$ cat src/rtl/warp_alloc_ctrl.sv
// warp_alloc_ctrl: binds launch requests to hardware warp slots, budgets register units, issues allocate/exit commands.
// Latency: launch_ready is combinational in IDLE; allo_en follows one cycle after the grant; exit_en is issued in IDLE.
// Backpressure: a launch stalls while an allocation or exit is in flight, pending exits exist, or slots/units run out.
// Optional feature macro: ALLOC_TIMEOUT_EN (abandon allocations not acknowledged within TIMEOUT cycles).
module warp_alloc_ctrl #(
  parameter int NUM_HW_WARPS = 8,
  parameter int NUM_UNITS    = 16,
  parameter int TIMEOUT      = 64
) (
  input  logic       clk,
  input  logic       rst,
  input  logic       launch_valid,
  output logic       launch_ready,
  input  logic [7:0] launch_swwarp,
  input  logic [2:0] launch_nreq,
  output logic [2:0] launch_hwwarp,
  input  logic       exit_valid,
  input  logic [2:0] exit_hwwarp,
  output logic       allo_en,
  output logic [2:0] allo_hwwarp,
  output logic [2:0] allo_nreq,
  output logic [7:0] allo_swwarp,
  input  logic       allo_done,
  output logic       exit_en,
  output logic [2:0] exit_id,
  output logic [7:0] busy_mask,
  output logic [4:0] free_units,
  output logic       alloc_err
);

  localparam logic [1:0] IDLE     = 2'd0;
  localparam logic [1:0] REQ      = 2'd1;
  localparam logic [1:0] WAIT     = 2'd2;
  localparam logic [1:0] EXIT_GAP = 2'd3;

  logic [1:0] r_state;
  logic [7:0] r_busy;
  logic [7:0] r_pend;
  logic [4:0] r_free;
  logic [2:0] r_units [NUM_HW_WARPS];
  logic [2:0] r_allo_hw;
  logic [2:0] r_allo_nreq;
  logic [7:0] r_allo_sw;

  logic [3:0] w_sum;
  logic [2:0] w_need;
  logic       w_pend_any;
  logic [2:0] w_pend_id;
  logic       w_free_any;
  logic [2:0] w_free_id;
  logic       w_units_ok;
  logic       w_idle;
  logic       w_exit_go;
  logic       w_grant;
  logic       w_timeout;

  // Register units needed: two registers per unit, rounded up.
  assign w_sum      = {1'b0, launch_nreq} + 4'd1;
  assign w_need     = w_sum[3:1];
  assign w_units_ok = ({2'b00, w_need} <= r_free);

  // Lowest pending exit slot.
  always_comb begin
    w_pend_any = 1'b0;
    w_pend_id  = 3'd0;
    for (int i = NUM_HW_WARPS - 1; i >= 0; i--) begin
      if (r_pend[i]) begin
        w_pend_any = 1'b1;
        w_pend_id  = 3'(i);
      end
    end
  end

  // Lowest free hardware slot.
  always_comb begin
    w_free_any = 1'b0;
    w_free_id  = 3'd0;
    for (int i = NUM_HW_WARPS - 1; i >= 0; i--) begin
      if (!r_busy[i]) begin
        w_free_any = 1'b1;
        w_free_id  = 3'(i);
      end
    end
  end

  // Exits take priority over launches; both are only decided in IDLE and out of reset.
  assign w_idle    = (r_state == IDLE);
  assign w_exit_go = rst && w_idle && w_pend_any;
  assign w_grant   = rst && w_idle && !w_pend_any && launch_valid && w_free_any && w_units_ok;

  assign launch_ready  = w_grant;
  assign launch_hwwarp = w_grant ? w_free_id : 3'd0;
  assign exit_en       = w_exit_go;
  assign exit_id       = w_exit_go ? w_pend_id : 3'd0;
  assign allo_en       = (r_state == REQ);
  assign allo_hwwarp   = r_allo_hw;
  assign allo_nreq     = r_allo_nreq;
  assign allo_swwarp   = r_allo_sw;
  assign busy_mask     = r_busy;
  assign free_units    = r_free;

`ifdef ALLOC_TIMEOUT_EN
  logic [7:0] r_cnt;
  logic       r_err;

  // The counter expiring without an acknowledge abandons the allocation.
  assign w_timeout = (r_state == WAIT) && !allo_done && (r_cnt == 8'(TIMEOUT - 1));
  assign alloc_err = r_err;

  // Count cycles spent in WAIT; raise the sticky error on expiry.
  always_ff @(posedge clk) begin
    if (!rst) begin
      r_cnt <= 8'd0;
      r_err <= 1'b0;
    end else begin
      if (r_state == REQ)
        r_cnt <= 8'd0;
      else if (r_state == WAIT)
        r_cnt <= r_cnt + 8'd1;
      if (w_timeout)
        r_err <= 1'b1;
    end
  end
`else
  assign w_timeout = 1'b0;
  assign alloc_err = 1'b0;
`endif

  // Capture exit pulses for occupied slots; clear on service or when a timed-out slot is released.
  always_ff @(posedge clk) begin
    if (!rst) begin
      r_pend <= 8'd0;
    end else begin
      if (exit_valid && r_busy[exit_hwwarp])
        r_pend[exit_hwwarp] <= 1'b1;
      if (w_exit_go)
        r_pend[w_pend_id] <= 1'b0;
      if (w_timeout)
        r_pend[r_allo_hw] <= 1'b0;
    end
  end

  // Main handshake FSM: slot occupancy, unit budget and latched allocate command.
  always_ff @(posedge clk) begin
    if (!rst) begin
      r_state     <= IDLE;
      r_busy      <= 8'd0;
      r_free      <= 5'(NUM_UNITS);
      r_allo_hw   <= 3'd0;
      r_allo_nreq <= 3'd0;
      r_allo_sw   <= 8'd0;
      for (int i = 0; i < NUM_HW_WARPS; i++)
        r_units[i] <= 3'd0;
    end else begin
      case (r_state)
        IDLE: begin
          if (w_exit_go) begin
            r_busy[w_pend_id] <= 1'b0;
            r_free            <= r_free + {2'b00, r_units[w_pend_id]};
            r_state           <= EXIT_GAP;
          end else if (w_grant) begin
            r_busy[w_free_id]  <= 1'b1;
            r_units[w_free_id] <= w_need;
            r_free             <= r_free - {2'b00, w_need};
            r_allo_hw          <= w_free_id;
            r_allo_nreq        <= launch_nreq;
            r_allo_sw          <= launch_swwarp;
            r_state            <= (w_need == 3'd0) ? IDLE : REQ;
          end
        end
        REQ: begin
          r_state <= WAIT;
        end
        WAIT: begin
          if (allo_done) begin
            r_state <= IDLE;
          end else if (w_timeout) begin
            r_busy[r_allo_hw] <= 1'b0;
            r_free            <= r_free + {2'b00, r_units[r_allo_hw]};
            r_state           <= IDLE;
          end
        end
        default: begin
          r_state <= IDLE;
        end
      endcase
    end
  end

endmodule

$ cat config.mk
export PLATFORM = sky130hd
export DESIGN_NAME = warp_alloc_ctrl
export DESIGN_NICKNAME = d
export VERILOG_FILES = /design/src/rtl/warp_alloc_ctrl.sv
export SDC_FILE = /design/constraint.sdc
export NUM_CORES = 1
export LEC_CHECK = 0
export ABC_AREA = 1
export BUFFER_PORTS_ARGS = -buffer_cell sky130_fd_sc_hd__buf_2
export CAP_MARGIN = 20
export CORE_UTILIZATION = 52
export CTS_CLUSTER_DIAMETER = 150
export DETAILED_ROUTE_END_ITERATION = 8
export PLACE_DENSITY_LB_ADDON = 0.3
export SLEW_MARGIN = 15
export SYNTH_ARGS = -nofsm -noshare
export SYNTH_HDL_FRONTEND = slang
export SYNTH_SLANG_ARGS = --single-unit
$ cat constraint.sdc
create_clock -name clk -period 6.4 [get_ports clk]
set_input_delay 1.6 -clock clk [delete_from_list [all_inputs] [get_ports clk]]
set_output_delay 1.6 -clock clk [all_outputs]
set_load 0.02 [all_outputs]
Word-level counts from Yosys, hierarchy flattened
Memory sizes are Yosys's and may differ from the RTL's.
Index checks and enable logic that the tools add are counted.
W data, S select, Z words.

operators by class
  $add $sub $neg = 3
  $lt $le $gt $ge = 7
  equal/unequal tests = 4
  muxes and demuxes = 63
  bitwise operators = 6
  reduce and logical (&&, ||, !) cells = 18

operator list
  operator               count
  $mux W3                20
  $mux W8                5
  $mux W1                28
  $and A8 B8 Y8          2
  $or A8 B8 Y8           2
  $lt A3 B4 Y1 const B   3
  $logic_and A1 B1 Y1    10
  $mux W5                2
  $demux W1 S3           3
  $ge A3 B1 Y1 const B   3
  $not A8 Y8             1
  $mux W2                3
  $pmux W2 S3            1
  $add A5 B3 Y5          1
  $le A3 B5 Y1           1
  $sub A5 B3 Y5          1
  $add A3 B1 Y4 const B  1
  $reduce_and A2 Y1      2
  $bmux W1 S3            1
  $logic_not A3 Y1       1
  $ne A3 B1 Y1 const B   1
  $reduce_and A3 Y1      1
  $reduce_or A3 Y1       1
  $eq A2 B1 Y1 const B   1
  other kinds (6)        6

word-level totals
  bits in registers = 37
  memory bits (writable) = 24
  input bits = 19
  output and inout bits = 37
  word-level logic and storage cells = 109
  memories kept = 1

memories
  memory   words  width  rd ports  clocked after Yosys merged registers in  wr ports  line  source
  r_units  8      3      1         0                                        8         40    logic [2:0] r_units [NUM_HW_WARPS];

Logic depth before layout (Yosys ltp)
  depth after elaboration = 20
  depth in mapped cells = 22
  mapped depth without buffers = 22

Worst setup path before layout
OpenSTA, ideal clock, no wires.

  path kind = in2out
  start = input port launch_nreq[0]
  end = output port launch_hwwarp[1]
  arrival time = 3.361 ns
  data required time = 4.800 ns
  setup slack = 1.439 ns
  cell stages on the path = 10
  path buffers = 0
  cells stage by stage = ha_1 -> xor2_1 -> clkinv_1 -> ha_1 -> nand2_1 -> nor2_2 -> nor2_1 -> nand3_1 -> nand4_4 -> nor2_1

on the way
  cells in the longest elaborated chain, start to end = 4

RTL lines
  what                 line  source
  start, declared      15    input logic [2:0] launch_nreq,
  $add A3 B1 Y4        58    assign w_sum = {1'b0, launch_nreq} + 4'd1;
  $le A3 B5 Y1         60    assign w_units_ok = ({2'b00, w_need} <= r_free);
  $logic_and A1 B1 Y1  89    assign w_grant = rst && w_idle && !w_pend_any && launch_valid && w_free_any && w_units_ok;
  $mux W3              92    assign launch_hwwarp = w_grant ? w_free_id : 3'd0;
  end, declared        16    output logic [2:0] launch_hwwarp,

No other way between the ends.

Final worst setup path
  start = input port launch_nreq[0]
  end = output port launch_hwwarp[0]

The elaborated chain is that of the path after synthesis.

==> flow_results.org <==
** Routing
- Across all layers, the routed design uses 3099 vias.
- Mean routed wirelength per cell :: 14.8 um
- DRC errors left :: 0
- Number of detailed-routing iterations run before antenna repair :: 5
- Residual antenna-violating net count after detailed routing :: 0
- The detailed router finished its first iteration with 266 violations.
- Vias per cell :: 5.49
- For this block, the routed nets add up to 8.32 mm of wire.

** STA
- The worst path uses 86.1% of the clock period.
- Final hold analysis gives a worst-case slack of 0.496 ns.
- Derived from the worst setup path, the maximum achievable clock frequency is 181 MHz.
- Final setup fails :: 0
- Largest clock skew in the final design :: 0.0102 ns
- Final hold violation count :: 0
- Tmin final :: 5.51 ns
- Unrepaired setup endpoints after global routing :: false
- Worst slew margin relative to its limit :: 64.2%
- Sum of negative setup slack :: 0 ns
- Actual slew at the worst max-slew pin :: 0.535 ns
- Max-slew violation count :: 0

** Clock tree
- TritonCTS built the clock tree.
- The tree is rooted in a clkbuf_8.
- Resized Gates After CTS :: 0
- Clock sink count :: 61
- Postcts setup bufs :: 0
- In this run, post-CTS hold repair placed 0 buffers.
- Maximum clock path buffer count :: 2
- Counting the buffers created by CTS gives 9.
- H-tree Lvls :: 3
- Clock Pin Slew Worst Setup and Hold Paths :: 0.07 ns
- Clock latency on the worst-skew pair :: 0.36 ns

** Yosys
- After synthesis, the cell types taking the most area are dfxtp_1 22%, edfxtp_1 22%, nand2_1 11%, nor2_1 7.8%, nand3_1 7.3%.
- During synthesis, Yosys emitted a total of 0 warnings.
- When the netlist entered floorplanning its net count stood at 462.
- Sequential-to-total area share from yosys stat :: 43.8%
- In this run the biggest area consumer among cell types represents 22.2% of the synthesized area.
- The synthesized netlist contains 37 unique library cells.
- The synthesized netlist occupies a cell area of 3340 sq um.
- Cell count after synthesis :: 433
- Largest area contributor in the synthesized netlist :: dfxtp_1
- Average size of a mapped cell :: 7.71 sq um
- Post-synthesis sequential element count :: 61

** Layout
- Cell area after layout :: 3860 sq um
- Leaving out fill and tap cells, the most frequent cell in the layout is nand2_1.
- Commonest cells after routing, fill and taps aside :: 96 x nand2_1, 69 x nor2_1, 54 x buf_2
- Number of nets in the finished design :: 513
- Fraction of final layout cells sized beyond drive strength 1 :: 20.7%
- Relative area change from synthesis to final layout :: 15.6%
- The repair_antennas step left the layout with diodes totalling 0.

** Critical path
- Cell Chain, Critical Path :: buf_2 > ha_1 > xor2_1 > clkinv_1 > ha_1 > nand2_1 > nor2_2 > nor2_1 > nand3_1 > nand4_4 > nor2_4 > buf_2
- WP data arrival :: 3.91 ns
- Required time of the critical path :: 4.80 ns
- Together, buffers and inverters on the worst path number 3.
- Critical Path Max Stage Delay :: 0.44 ns
- On the critical path, the stage with the largest delay is an instance of ha_1.
- Path type of the worst setup path :: in2out
- The worst setup path is captured at an output port.
- Family of cells with the greatest summed delay on the critical path :: simple AND/OR/NAND/NOR gates
- The worst setup path is launched from a primary input.
- Along the worst path, the maximum fanout reaches 15.

** Global route
- Combined global-route utilization of all metal layers :: 27.5%
- The first global-routing pass estimated 13.4 mm of wire.
- Total grt overflow :: 0
- The number of antenna violations at the first check in global routing was 0.
- The via count of the first global-routing pass came to 2896.
- Entering global routing, the biggest net connects 43 pins.

** Placed design
- Port Buffers :: 54
- The HPWL after detailed placement is 6.16 mm.
- Summing all placed instances gives a cell area of 3630 sq um.
- The congestion estimate from routability-driven global placement came to 0.886.

** Outcome
- The run finished with clean final reports.

** Power
- Total power after layout :: 1030 uW
- Lkg Pwr :: 0.00187 uW
- In this run the power density over the cells is 267 nW/um^2.
- Worst IR drop on VDD :: 0.000193 V

** Floorplan
- Core box area :: 6060 sq um
- Die Span X :: 82.1 um
- The floorplan step set the die height to 82.1 um.
- For this design the top-level I/O count stands at 56.
- Row Count :: 28
- The die covers 6740 sq um.
- Initial cell density of the core :: 55.1%

** Run
- Max-cap violations :: 0

** Hold path
- The path class of the tightest hold or removal check is reg2reg.
power breakdown:
| group | internal, uW | switching [uW] | leakage (uW) |
|---|---|---|---|
| registers | 428 | 19.2 | 0.000545 |
| logic | 64.4 | 127 | 0.00121 |
| clock network | 221 | 172 | 0.000113 |
| total | 714 | 318 | 0.00187 |
stage by stage:
stage	setup WS, ns	std cells	utilization, %
global placement	1.01	548	60.0
detailed placement	0.893	548	60.0
finish	0.888	564	63.7
global route	0.677	564	63.7
CTS	0.887	564	63.7
floorplan	1.44	433	-
cell usage after synthesis (all sizes together):
library cell / count
nand2: 102
nor2: 77
nand3: 51
inv: 46
dfxtp: 37
edfxtp: 24
o21ai: 21
a21oi: 16
nor3: 11
buf: 8
ha: 8
clkbuf: 7
nand4: 5
xor2: 4
nand3b: 3
a31o: 2
clkinv: 2
fa: 2
xnor2: 2
a211oi: 1
a31oi: 1
conb: 1
o22ai: 1
or2: 1
layer usage:
layer	share of wire, %	GRT usage, %
met2	46	43.7
met3	9.4	9.67
met4	2.4	11.4
met5	0	0
met1	42	33.8
registers in the layout, summed over array words and instances, names as in the netlist:
signal and flops:
r_units 24, allo_swwarp 8, busy_mask 8, r_pend 8, free_units 5, allo_hwwarp 3
allo_nreq 3, r_state 2
layout make-up:
| cell class | instances | area, sq um |
|---|---|---|
| clock buffers | 9 | 124 |
| clock inverters | 7 | 100 |
| fillers | 537 | 2200 |
| inverters | 48 | 185 |
| multi-input cells | 309 | 1620 |
| flip-flops and latches | 61 | 1460 |
| well taps | 75 | 93.8 |
| repair buffers | 55 | 278 |
cells by family (layout without fill, tap and decap cells):
| kind of cell | count (synthesis) | in the layout | synth area share [%] |
|---|---|---|---|
| flops | 61 | 61 | 43.8 |
| simple gates | 250 | 250 | 35.5 |
| other cells | 1 | 1 | 0.112 |
| compound gates | 42 | 42 | 7.01 |
| xor+xnor | 6 | 6 | 1.57 |
| fa+ha+maj | 10 | 10 | 4.20 |
| buf+inv | 63 | 119 | 7.80 |
final timing paths:
check,start,endpoint,slack [ns],cells after the start
worst min register to register,allo_hwwarp[1]$_SDFFE_PN0P_,allo_hwwarp[1]$_SDFFE_PN0P_,0.50,1
worst min-delay path,allo_hwwarp[1]$_SDFFE_PN0P_,allo_hwwarp[1]$_SDFFE_PN0P_,0.50,1
worst max-delay path,launch_nreq[0],launch_hwwarp[0],0.89,12
worst max register to register,r_pend[6]$_SDFF_PN0_,free_units[4]$_SDFFE_PN1P_,3.35,22
worst register-to-register path, stage by stage, from the launching register on:
cell     delay, ns
dfxtp_1       0.35
inv_2         0.06
nand2_1       0.06
nand2_1       0.04
nand2_1       0.07
nand2_1       0.05
nand2_1       0.05
nand2_1       0.28
nand2_2       0.40
nand3_1       0.12
nand2_1       0.09
inv_1         0.04
nand2_1       0.06
nor2_1        0.07
ha_1          0.22
fa_1          0.40
nand2_1       0.10
a21oi_1       0.08
xor2_1        0.14
nand2_1       0.07
nand2_1       0.05
nand2_1       0.06
nand3_1       0.07
Power figures use the tool's default switching activity.
